File: config.mk
export PLATFORM = sky130hd
export DESIGN_NAME = spawn_scheduler
export DESIGN_NICKNAME = d
export VERILOG_FILES = /design/src/rtl/spawn_pkg.sv /design/src/rtl/spawn_level_ctr.sv /design/src/rtl/spawn_scheduler.sv
export SDC_FILE = /design/constraint.sdc
export NUM_CORES = 1
export LEC_CHECK = 0
export ABC_AREA = 1
export BUFFER_PORTS_ARGS = -buffer_cell sky130_fd_sc_hd__buf_2
export CAP_MARGIN = 20
export CORE_MARGIN = 2
export CORE_UTILIZATION = 35
export CTS_CLUSTER_SIZE = 14
export DETAILED_ROUTE_END_ITERATION = 6
export GPL_ROUTABILITY_DRIVEN = 0
export MAX_ROUTING_LAYER = met4
export SYNTH_ARGS = -nofsm -noshare
export SYNTH_HDL_FRONTEND = slang
export SYNTH_HIERARCHICAL = 1
export SYNTH_SLANG_ARGS = --single-unit
export TNS_END_PERCENT = 100
File: constraint.sdc
create_clock -name clk_i -period 7.98 [get_ports clk_i]
set_clock_uncertainty 0.1 [all_clocks]
set_input_delay 1.596 -clock clk_i [delete_from_list [all_inputs] [get_ports clk_i]]
set_output_delay 1.596 -clock clk_i [all_outputs]
set_load 0.01 [all_outputs]
File: src/rtl/spawn_pkg.sv
// rtl/spawn_pkg.sv - shared types and lane tables for the frame-rate spawn scheduler
package spawn_pkg;

  typedef enum logic [2:0] {IDLE, ARMED, READY, LAUNCH, FLIGHT} sched_state_t;

  localparam int NUM_OBST  = 4;
  localparam int NUM_LANES = 3;

  // Packed so that bit i of obst_active selects element i: [3]=rock_left .. [0]=tree_right
  localparam logic [NUM_OBST-1:0][NUM_LANES-1:0] OBST_LANE_MASK =
    {3'b001, 3'b100, 3'b011, 3'b110};

  function automatic logic [NUM_LANES-1:0] lanes_of(input logic [NUM_OBST-1:0] act);
    logic [NUM_LANES-1:0] m;
    m = '0;
    for (int i = 0; i < NUM_OBST; i++) begin
      if (act[i]) m = m | OBST_LANE_MASK[i];
    end
    return m;
  endfunction

endpackage

File: src/rtl/spawn_level_ctr.sv
// rtl/spawn_level_ctr.sv - play-time frame counter, saturating difficulty level and spawn threshold
module spawn_level_ctr
  import spawn_pkg::*;
#(
  parameter int LEVEL_FRAMES = 600,
  parameter int MAX_LEVEL    = 7,
  parameter int BASE_THRESH  = 26,
  parameter int LEVEL_STEP   = 13
) (
  input  logic       clk_i,
  input  logic       rst_n_i,
  input  logic       clear_i,
  input  logic       en_i,
  output logic [2:0] level_o,
  output logic [7:0] thresh_o
);

  localparam int FW = $clog2(LEVEL_FRAMES);

  logic [FW-1:0] frame_q, frame_d;
  logic [2:0]    level_q, level_d;
  logic [8:0]    thresh_wide;

  always_comb begin
    frame_d = frame_q;
    level_d = level_q;
    if (clear_i) begin
      frame_d = '0;
      level_d = '0;
    end else if (en_i) begin
      if (frame_q == FW'(LEVEL_FRAMES - 1)) begin
        frame_d = '0;
        if (level_q != 3'(MAX_LEVEL)) level_d = level_q + 3'd1;
      end else begin
        frame_d = frame_q + FW'(1);
      end
    end
  end

  always_ff @(posedge clk_i) begin
    if (!rst_n_i) begin
      frame_q <= '0;
      level_q <= '0;
    end else begin
      frame_q <= frame_d;
      level_q <= level_d;
    end
  end

  // Sum is formed 9 bits wide so a large level saturates instead of wrapping
  assign thresh_wide = 9'(BASE_THRESH) + 9'(level_q) * 9'(LEVEL_STEP);
  assign thresh_o    = thresh_wide[8] ? 8'hFF : thresh_wide[7:0];
  assign level_o     = level_q;

endmodule

File: src/rtl/spawn_scheduler.sv
// rtl/spawn_scheduler.sv - one-obstacle-at-a-time spawn FSM with round-robin coin grants
// Optional obstacle grant counter output enabled by SPAWN_SCHED_STATS_EN.
module spawn_scheduler
  import spawn_pkg::*;
#(
  parameter int GAP_FRAMES   = 30,
  parameter int BASE_THRESH  = 26,
  parameter int LEVEL_STEP   = 13,
  parameter int LEVEL_FRAMES = 600,
  parameter int MAX_LEVEL    = 7,
  parameter int LAUNCH_TO    = 4
) (
  input  logic        clk_i,
  input  logic        rst_n_i,
  input  logic        run_i,
  input  logic [19:0] rnd_i,
  input  logic [3:0]  obst_active_i,
  input  logic [2:0]  coin_active_i,
  output logic [3:0]  obst_en_o,
  output logic [2:0]  coin_en_o,
  output logic [2:0]  level_o,
`ifdef SPAWN_SCHED_STATS_EN
  output logic [15:0] obst_count_o,
`endif
  output logic [2:0]  blocked_o
);

  localparam int GW = $clog2(GAP_FRAMES + 1);
  localparam int LW = $clog2(LAUNCH_TO + 1);

  sched_state_t   state_q, state_d;
  logic [GW-1:0]  gap_q, gap_d;
  logic [LW-1:0]  launch_q, launch_d;
  logic [1:0]     idx_q, idx_d;
  logic [1:0]     rr_q, rr_d;
  logic [3:0]     obst_en_q, obst_en_d;
  logic [2:0]     coin_en_q, coin_en_d;
  logic [2:0]     blocked_q, blocked_d;
  logic [2:0]     blk_now, cand;
  logic [7:0]     thresh;
  logic           grant, found;
  int             lane;
  logic           unused_rnd_hi;

  assign unused_rnd_hi = ^rnd_i[19:13];

  spawn_level_ctr #(
    .LEVEL_FRAMES (LEVEL_FRAMES),
    .MAX_LEVEL    (MAX_LEVEL),
    .BASE_THRESH  (BASE_THRESH),
    .LEVEL_STEP   (LEVEL_STEP)
  ) u_level_ctr (
    .clk_i    (clk_i),
    .rst_n_i  (rst_n_i),
    .clear_i  (!run_i),
    .en_i     (state_q != IDLE),
    .level_o  (level_o),
    .thresh_o (thresh)
  );

  always_comb begin
    state_d   = state_q;
    gap_d     = gap_q;
    launch_d  = launch_q;
    idx_d     = idx_q;
    rr_d      = rr_q;
    obst_en_d = '0;
    coin_en_d = '0;
    grant     = 1'b0;
    found     = 1'b0;
    lane      = 0;
    cand      = '0;
    blk_now   = lanes_of(obst_active_i) | ((state_q == LAUNCH) ? OBST_LANE_MASK[idx_q] : 3'b000);
    blocked_d = blk_now;

    unique case (state_q)
      IDLE: if (run_i) begin
        state_d = ARMED;
        gap_d   = GW'(GAP_FRAMES);
      end
      ARMED: if (gap_q != '0) gap_d = gap_q - GW'(1);
             else             state_d = READY;
      READY: if (obst_active_i != '0) begin
        state_d = FLIGHT;
      end else if (rnd_i[7:0] < thresh) begin
        grant                   = 1'b1;
        obst_en_d[rnd_i[12:11]] = 1'b1;
        idx_d                   = rnd_i[12:11];
        launch_d                = '0;
        state_d                 = LAUNCH;
      end
      LAUNCH: if (obst_active_i != '0) begin
        state_d = FLIGHT;
      end else if (launch_q == LW'(LAUNCH_TO - 1)) begin
        state_d = ARMED;
        gap_d   = GW'(GAP_FRAMES);
      end else begin
        launch_d = launch_q + LW'(1);
      end
      FLIGHT: if (obst_active_i == '0) begin
        state_d = ARMED;
        gap_d   = GW'(GAP_FRAMES);
      end
      default: state_d = IDLE;
    endcase

    // A same-cycle obstacle grant is not in blk_now yet, so its lanes are masked here too
    if (state_q != IDLE) begin
      cand = rnd_i[10:8] & ~blk_now & ~coin_active_i
           & (grant ? ~OBST_LANE_MASK[rnd_i[12:11]] : 3'b111);
      for (int k = 0; k < NUM_LANES; k++) begin
        lane = (int'(rr_q) + k) % NUM_LANES;
        if (!found && cand[lane]) begin
          found           = 1'b1;
          coin_en_d[lane] = 1'b1;
          rr_d            = 2'((lane + 1) % NUM_LANES);
        end
      end
    end

    if (!run_i) begin
      state_d   = IDLE;
      gap_d     = '0;
      rr_d      = rr_q;
      grant     = 1'b0;
      obst_en_d = '0;
      coin_en_d = '0;
      blocked_d = '0;
    end
  end

  always_ff @(posedge clk_i) begin
    if (!rst_n_i) begin
      state_q   <= IDLE;
      gap_q     <= '0;
      launch_q  <= '0;
      idx_q     <= '0;
      rr_q      <= '0;
      obst_en_q <= '0;
      coin_en_q <= '0;
      blocked_q <= '0;
    end else begin
      state_q   <= state_d;
      gap_q     <= gap_d;
      launch_q  <= launch_d;
      idx_q     <= idx_d;
      rr_q      <= rr_d;
      obst_en_q <= obst_en_d;
      coin_en_q <= coin_en_d;
      blocked_q <= blocked_d;
    end
  end

`ifdef SPAWN_SCHED_STATS_EN
  logic [15:0] count_q;

  always_ff @(posedge clk_i) begin
    if (!rst_n_i || state_q == IDLE) count_q <= '0;
    else if (grant && count_q != 16'hFFFF) count_q <= count_q + 16'd1;
  end

  assign obst_count_o = count_q;
`endif

  assign obst_en_o = obst_en_q;
  assign coin_en_o = coin_en_q;
  assign blocked_o = blocked_q;

endmodule
==> results.py, run 1 <==
metrics = {
    "logic_synthesis": {
        "synth_cell_types": 44,
        "async_flop_share": 0,
        "synth.mux.area_fraction": 0,
        "yosys.area_share.simple": 0.402,
        "synth_top_family_by_area": "simple AND/OR/NAND/NOR gates",
        "synth-seq-area-share": 0.209,
        "ys_top_cells_by_area": "dfxtp_1 (21%), nand2_1 (14%), ha_1 (13%), inv_1 (8.0%), nor2_1 (5.4%)",
        "synth_top_cell_by_area": "dfxtp_1",
        "synth_xor_area_frac": 0.0334,
        "synth_compound_area_frac": 0.103,
        "synth.avg_cell_area_um2": 6.65,
        "synth.cell_area_um2": 3630,
        "ys.warnings.count": 6,
        "synth_top_area_frac": 0.209,
        "ys_seq_elements": 38,
        "syn-num-nets": 617,
        "ys.flop_type": "dfxtp_1",
        "syn_inst": 546,
        "synth-edff-count": 0,
        "synth_fa_ha_area_frac": 0.147,
    },
    "drt": {
        "drc_errors": 0,
        "wl_met3_um": 176,
        "wirelength_um": 7610,
        "route.layer.met1.wl_um": 3720,
        "drt_iter0_drc": 160,
        "dr_wl_met2_um": 3630,
        "antenna_left": 0,
        "firstDrtPassIters": 4,
        "top_layer": "met4",
        "vias": 3446,
        "detail_route.wl_per_cell_um": 10.4,
        "avgViaCountPerCell": 4.69,
    },
    "finish": {
        "diodes": 0,
        "nNetsFinal": 668,
        "drive_above_1_share": 0.226,
        "fillers": 1111,
        "area_delta_synth_final_pct": 14.7,
        "final_common_cell": "nand2_1",
        "mostFrequentLayoutCells": "nand2_1 (129), inv_1 (74), nor2_1 (50)",
    },
    "critical_path": {
        "endpoint_kind": "flop",
        "worst-endpoint-arrival_ns": 7.45,
        "startpoint_type": "flop",
        "crit_fanout": 6,
        "slowest_stage": "fa_1",
        "setup.worst_path.class": "reg -> reg",
        "cp_slowest_stage_delay_ns": 0.48,
        "path_common_cell": "nand2_1",
        "cp_data_required_time_ns": 8.07,
    },
    "clock_tree": {
        "worstSkewPairLatency_ns": 0.29,
        "clock-sinks": 38,
        "cts-htree-levels": 2,
        "numCtsBuffers": 5,
        "cts_tree": "done",
        "clkTransAtPathRegs_ns": 0.07,
        "cts_hold_buf": 0,
        "root_buffer": "clkbuf_8",
        "cts_buffer_depth": 2,
    },
    "global_route": {
        "antenna_found_initial": 0,
        "grt_pass1_wl_um": 13100,
        "grt_start_max_net_pins": 16,
        "grt_overflow": 0,
        "grt_usage": 0.141,
        "grt_pass1_vias": 3286,
    },
    "floorplan": {
        "die_y_um": 106,
        "initial_core_util": 0.357,
        "die_x_um": 106,
        "placementRows": 37,
        "dieArea_um2": 11200,
        "core_um2": 10200,
        "io_pins": 43,
    },
    "timing": {
        "period_minus_slack_ns": 7.36,
        "slew_viol_final": 0,
        "fmax_mhz": 136,
        "setup_viol": 0,
        "tightest_slew_ns": 0.527,
        "hold_slack_ns": 0.361,
        "relSlewSlack": 0.648,
        "finalHoldViolCount": 0,
        "period_share": 0.922,
    },
    "flow_run": {
        "maxCapViolations": 0,
    },
    "power_and_ir_drop": {
        "irDropWorstVdd_mv": 0.0909,
        "power_leakage_nw": 2.04,
        "powerDensity_nw_per_um2": 135,
        "power.total_w": 0.000561,
    },
    "placed_design": {
        "portBuffers": 35,
        "post-dp-hpwl_um": 6220,
    },
    "run_status": {
        "outcome": "finished clean",
    },
    "min_path": {
        "hp-class": "reg -> reg",
    },
}
==> cell type report <==
cell class | instances | area (um^2) | area share
timing repair buffer | 47 | 265 | 0.0636
multi-input combinational | 409 | 2510 | 0.603
clock buffer | 7 | 86.3 | 0.0207
tap | 136 | 170 | 0.0408
clock inverter | 1 | 5.00 | 0.00120
sequential | 38 | 762 | 0.183
inverter | 96 | 364 | 0.0874
==> synthesized netlist by cell type, types with 4 or more instances <==
cell and instances:
nor2_4 9, nand3_2 4, dfxtp_1 38, nor2_1 52
nand2_2 17, nand2_1 132, ha_1 38, a21oi_1 23
o21ai_0 17, inv_2 16, xor2_1 9, nand4_1 12
inv_1 77, nor3_1 11, nor2_2 6, o21ai_1 7
nand3_1 38
==> path summary, 6_finish.rpt <==
kind / depth (start not counted) / endpoint / slack, ns / start
max: 52 / rr_q[1]$_SDFFE_PN0P_ / 0.62 / u_level_ctr/level_o[0]$_SDFFE_PP0P_
min: 2 / launch_q[2]$_SDFFE_PN0P_ / 0.36 / launch_q[2]$_SDFFE_PN0P_
max reg2reg: 52 / rr_q[1]$_SDFFE_PN0P_ / 0.62 / u_level_ctr/level_o[0]$_SDFFE_PP0P_
min reg2reg: 2 / launch_q[2]$_SDFFE_PN0P_ / 0.36 / launch_q[2]$_SDFFE_PN0P_
==> critical path, delay by kind of cell, from the launching register on <==
kind	cells	cell delay, ns
flops	1	0.36
fa+ha+maj	9	2.39
compound gates	7	1.14
xor+xnor	1	0.19
buf+inv	10	0.72
simple gates	25	2.36
==> timing repair <==
| item | in CTS | in global routing |
|---|---|---|
| setup endpoints to repair | 0 | 2 |
| buffers inserted | 0 | 9 |
| gates resized for setup | 0 | 14 |
==> power by group <==
group / internal [W] / total (W) / switching, W
clock network: 0.0000697 / 0.000136 / 0.0000660
logic: 0.0000837 / 0.000225 / 0.000141
registers: 0.000196 / 0.000201 / 0.00000500
==> per-layer routing <==
metal	track usage	vias up
li1	-	1839
met1	0.171	1548
met2	0.244	51
met3	0.0208	8
met4	0.0414	0
met5	-	-
==> registers in the layout, indices dropped and copies added, names as in the netlist <==
| name | count |
|---|---|
| blocked_o | 3 |
| coin_en_o | 3 |
| gap_q | 5 |
| idx_q | 2 |
| launch_q | 3 |
| obst_en_o | 4 |
| rr_q | 2 |
| state_q | 3 |
| u_level_ctr/frame_q | 10 |
| u_level_ctr/level_o | 3 |
==> cell families after synthesis <==
kind of cell | count (synthesis)
xor gates and xnor gates | 13
AOI/OAI and AO/OA | 62
and+or+nand+nor | 293
buffers and inverters | 99
DFF | 38
adders and majority gates | 41
==> through the flow <==
stage / setup slack [ns] / area (um^2) / TNS [ns] / std cells / util
CTS: 0.229 / 4070 / 0 / 725 / 0.400
global placement: 0.383 / 3980 / 0 / 717 / 0.391
global route: -0.0148 / 4170 / -0.0148 / 734 / 0.409
finish: 0.622 / 4170 / 0 / 734 / 0.409
detailed placement: 0.244 / 3980 / 0 / 717 / 0.391
floorplan: 1.02 / 3630 / 0 / 546 / -
Note: power is estimated with default switching activity, not from simulation.
==> inputs of run 2 (changes only) <==
--- a/config.mk
+++ b/config.mk
@@ -8,7 +8,7 @@
 export ABC_AREA = 1
 export BUFFER_PORTS_ARGS = -buffer_cell sky130_fd_sc_hd__buf_2
 export CAP_MARGIN = 20
-export CORE_MARGIN = 2
+export CORE_MARGIN = 1
 export CORE_UTILIZATION = 35
 export CTS_CLUSTER_SIZE = 14
 export DETAILED_ROUTE_END_ITERATION = 6
==> results.py, run 2 (same netlist as run 1, synthesis figures left out) <==
metrics = {
    "run_status": {
        "outcome": "finished clean",
    },
    "finish": {
        "finalNonFillerCells": 726,
        "nNetsFinal": 663,
        "area_delta_synth_final_pct": 15.3,
        "diodes": 0,
        "final_common_cell": "nand2_1",
        "mostFrequentLayoutCells": "nand2_1 (128), inv_1 (75), nor2_1 (51)",
        "fin_util": 0.423,
        "largest-register": "u_level_ctr/frame_q",
        "largest_register_ffs": 10,
        "fillers": 1054,
        "drive_above_1_share": 0.224,
    },
    "global_route": {
        "grt_overflow": 0,
        "grt_pass1_wl_um": 13000,
        "antenna_found_initial": 0,
        "grt_pass1_vias": 3130,
        "grt_start_max_net_pins": 16,
        "grt_usage": 0.146,
    },
    "placed_design": {
        "pre_cts_slack_ns": 0.146,
        "portBuffers": 35,
        "post-dp-hpwl_um": 6100,
        "placed_cells": 713,
    },
    "timing": {
        "rsz0062_at_grt": "no",
        "period_share": 0.924,
        "layout_setup_ws_ns": 0.606,
        "tightest_slew_ns": 0.521,
        "setup_viol": 0,
        "relSlewSlack": 0.652,
        "hold_slack_ns": 0.371,
        "fmax_mhz": 136,
        "finalHoldViolCount": 0,
        "fin_tns_setup_ns": 0,
        "slew_viol_final": 0,
        "period_minus_slack_ns": 7.37,
    },
    "critical_path": {
        "r2r_cells": 52,
        "crit_fanout": 8,
        "crit_family": "adder cells",
        "cp_data_required_time_ns": 8.08,
        "crit_start": "u_level_ctr/level_o[0]$_SDFFE_PP0P_",
        "r2r_slack_ns": 0.61,
        "r2r-start": "u_level_ctr/level_o[0]$_SDFFE_PP0P_",
        "path_common_cell": "nand2_1",
        "setup.worst_path.class": "reg -> reg",
        "r2r_end": "rr_q[1]$_SDFFE_PN0P_",
        "critical_path.endpoint": "rr_q[1]$_SDFFE_PN0P_",
        "endpoint_kind": "flop",
        "cp_slowest_stage_delay_ns": 0.49,
        "path_buf_inv": 10,
        "startpoint_type": "flop",
        "cp.depth": 52,
        "slowest_stage": "fa_1",
        "worst-endpoint-arrival_ns": 7.47,
    },
    "min_path": {
        "min_path_cells": 2,
        "min_from": "launch_q[1]$_SDFFE_PN0P_",
        "hp-class": "reg -> reg",
    },
    "clock_tree": {
        "cts-htree-levels": 2,
        "worstSkewPairLatency_ns": 0.30,
        "clkTransAtPathRegs_ns": 0.07,
        "cts_hold_buf": 0,
        "cts_tree": "done",
        "cts_buffer_depth": 2,
        "numCtsBuffers": 5,
        "root_buffer": "clkbuf_8",
        "clock-sinks": 38,
    },
    "drt": {
        "vias": 3449,
        "avgViaCountPerCell": 4.75,
        "detail_route.wl_per_cell_um": 10.3,
        "antenna_left": 0,
        "drt_iter0_drc": 141,
        "wirelength_um": 7450,
        "firstDrtPassIters": 4,
        "drc_errors": 0,
    },
    "power_and_ir_drop": {
        "powerDensity_nw_per_um2": 149,
        "swShare": 0.343,
        "intPower_w": 0.000410,
        "switchingPower_w": 0.000214,
        "p_clk_frac": 0.323,
        "pwr-share-seq": 0.321,
        "combPwrFrac": 0.355,
        "power_leakage_nw": 2.04,
        "irDropWorstVdd_mv": 0.0844,
    },
    "floorplan": {
        "die_y_um": 104,
        "die_x_um": 104,
        "placementRows": 36,
        "io_pins": 43,
        "dieArea_um2": 10800,
        "initial_core_util": 0.367,
        "core_um2": 9910,
    },
    "flow_run": {
        "maxCapViolations": 0,
    },
}
[run 2: changes by cell type in the layout (fill, tap and decap cells not counted), sizes merged]
cell    change
clkinv      -1
clkbuf      -1
bufinv      +2
buf         -5
[run 2: power groups by stage]
stage | Clock, W | Sequential [W] | Combinational, W
global placement | 0 | 0.000205 | 0.000210
CTS | 0.000209 | 0.000201 | 0.000218
finish | 0.000202 | 0.000200 | 0.000222
detailed placement | 0 | 0.000205 | 0.000217
floorplan | 0 | 0.000204 | 0.000176
global route | 0.000217 | 0.000201 | 0.000252
[run 2: stage by stage]
stage | cell area [um^2] | power (W)
finish | 4190 | 0.000624
global placement | 3970 | 0.000415
CTS | 4110 | 0.000627
detailed placement | 3970 | 0.000422
floorplan | 3630 | 0.000380
global route | 4190 | 0.000670
[run 2: layout make-up]
| cell class | count | area [um^2] | share of cell area |
|---|---|---|---|
| repair buffers | 42 | 228 | 0.0544 |
| clock inverters | 2 | 60.1 | 0.0143 |
| flip-flops and latches | 38 | 766 | 0.183 |
| well taps | 133 | 166 | 0.0397 |
| multi-input cells | 409 | 2520 | 0.602 |
| inverters | 96 | 364 | 0.0869 |
| clock buffers | 6 | 82.6 | 0.0197 |
[run 2: per-layer routing]
layer	wire [um]	part of all wire	up-vias	track usage
li1	-	-	1840	-
met1	3550	0.48	1545	0.179
met2	3550	0.48	55	0.246
met3	293	0.039	9	0.0244
met4	55	0.0074	0	0.0408
met5	0	0	-	-
[run 2: timing repair]
| item | 4_1_cts | 5_1_grt |
|---|---|---|
| setup endpoints to repair | 0 | 2 |
| resized for setup | 0 | 17 |
| setup buffers | 0 | 5 |
[run 2: worst min-delay path, cell delays in order, from the launching register on]
cell	delay, ns
dfxtp_1	0.32
nand2_1	0.06
a21oi_1	0.05
[run 2: worst min-delay path by stage]
stage,to,slack (ns)
6_report,launch_q[1]$_SDFFE_PN0P_,0.37
5_1_grt,launch_q[2]$_SDFFE_PN0P_,0.41
4_1_cts,launch_q[1]$_SDFFE_PN0P_,0.38
3_5_place_dp,launch_q[1]$_SDFFE_PN0P_,0.36
3_3_place_gp,launch_q[2]$_SDFFE_PN0P_,0.34
2_1_floorplan,launch_q[2]$_SDFFE_PN0P_,0.33
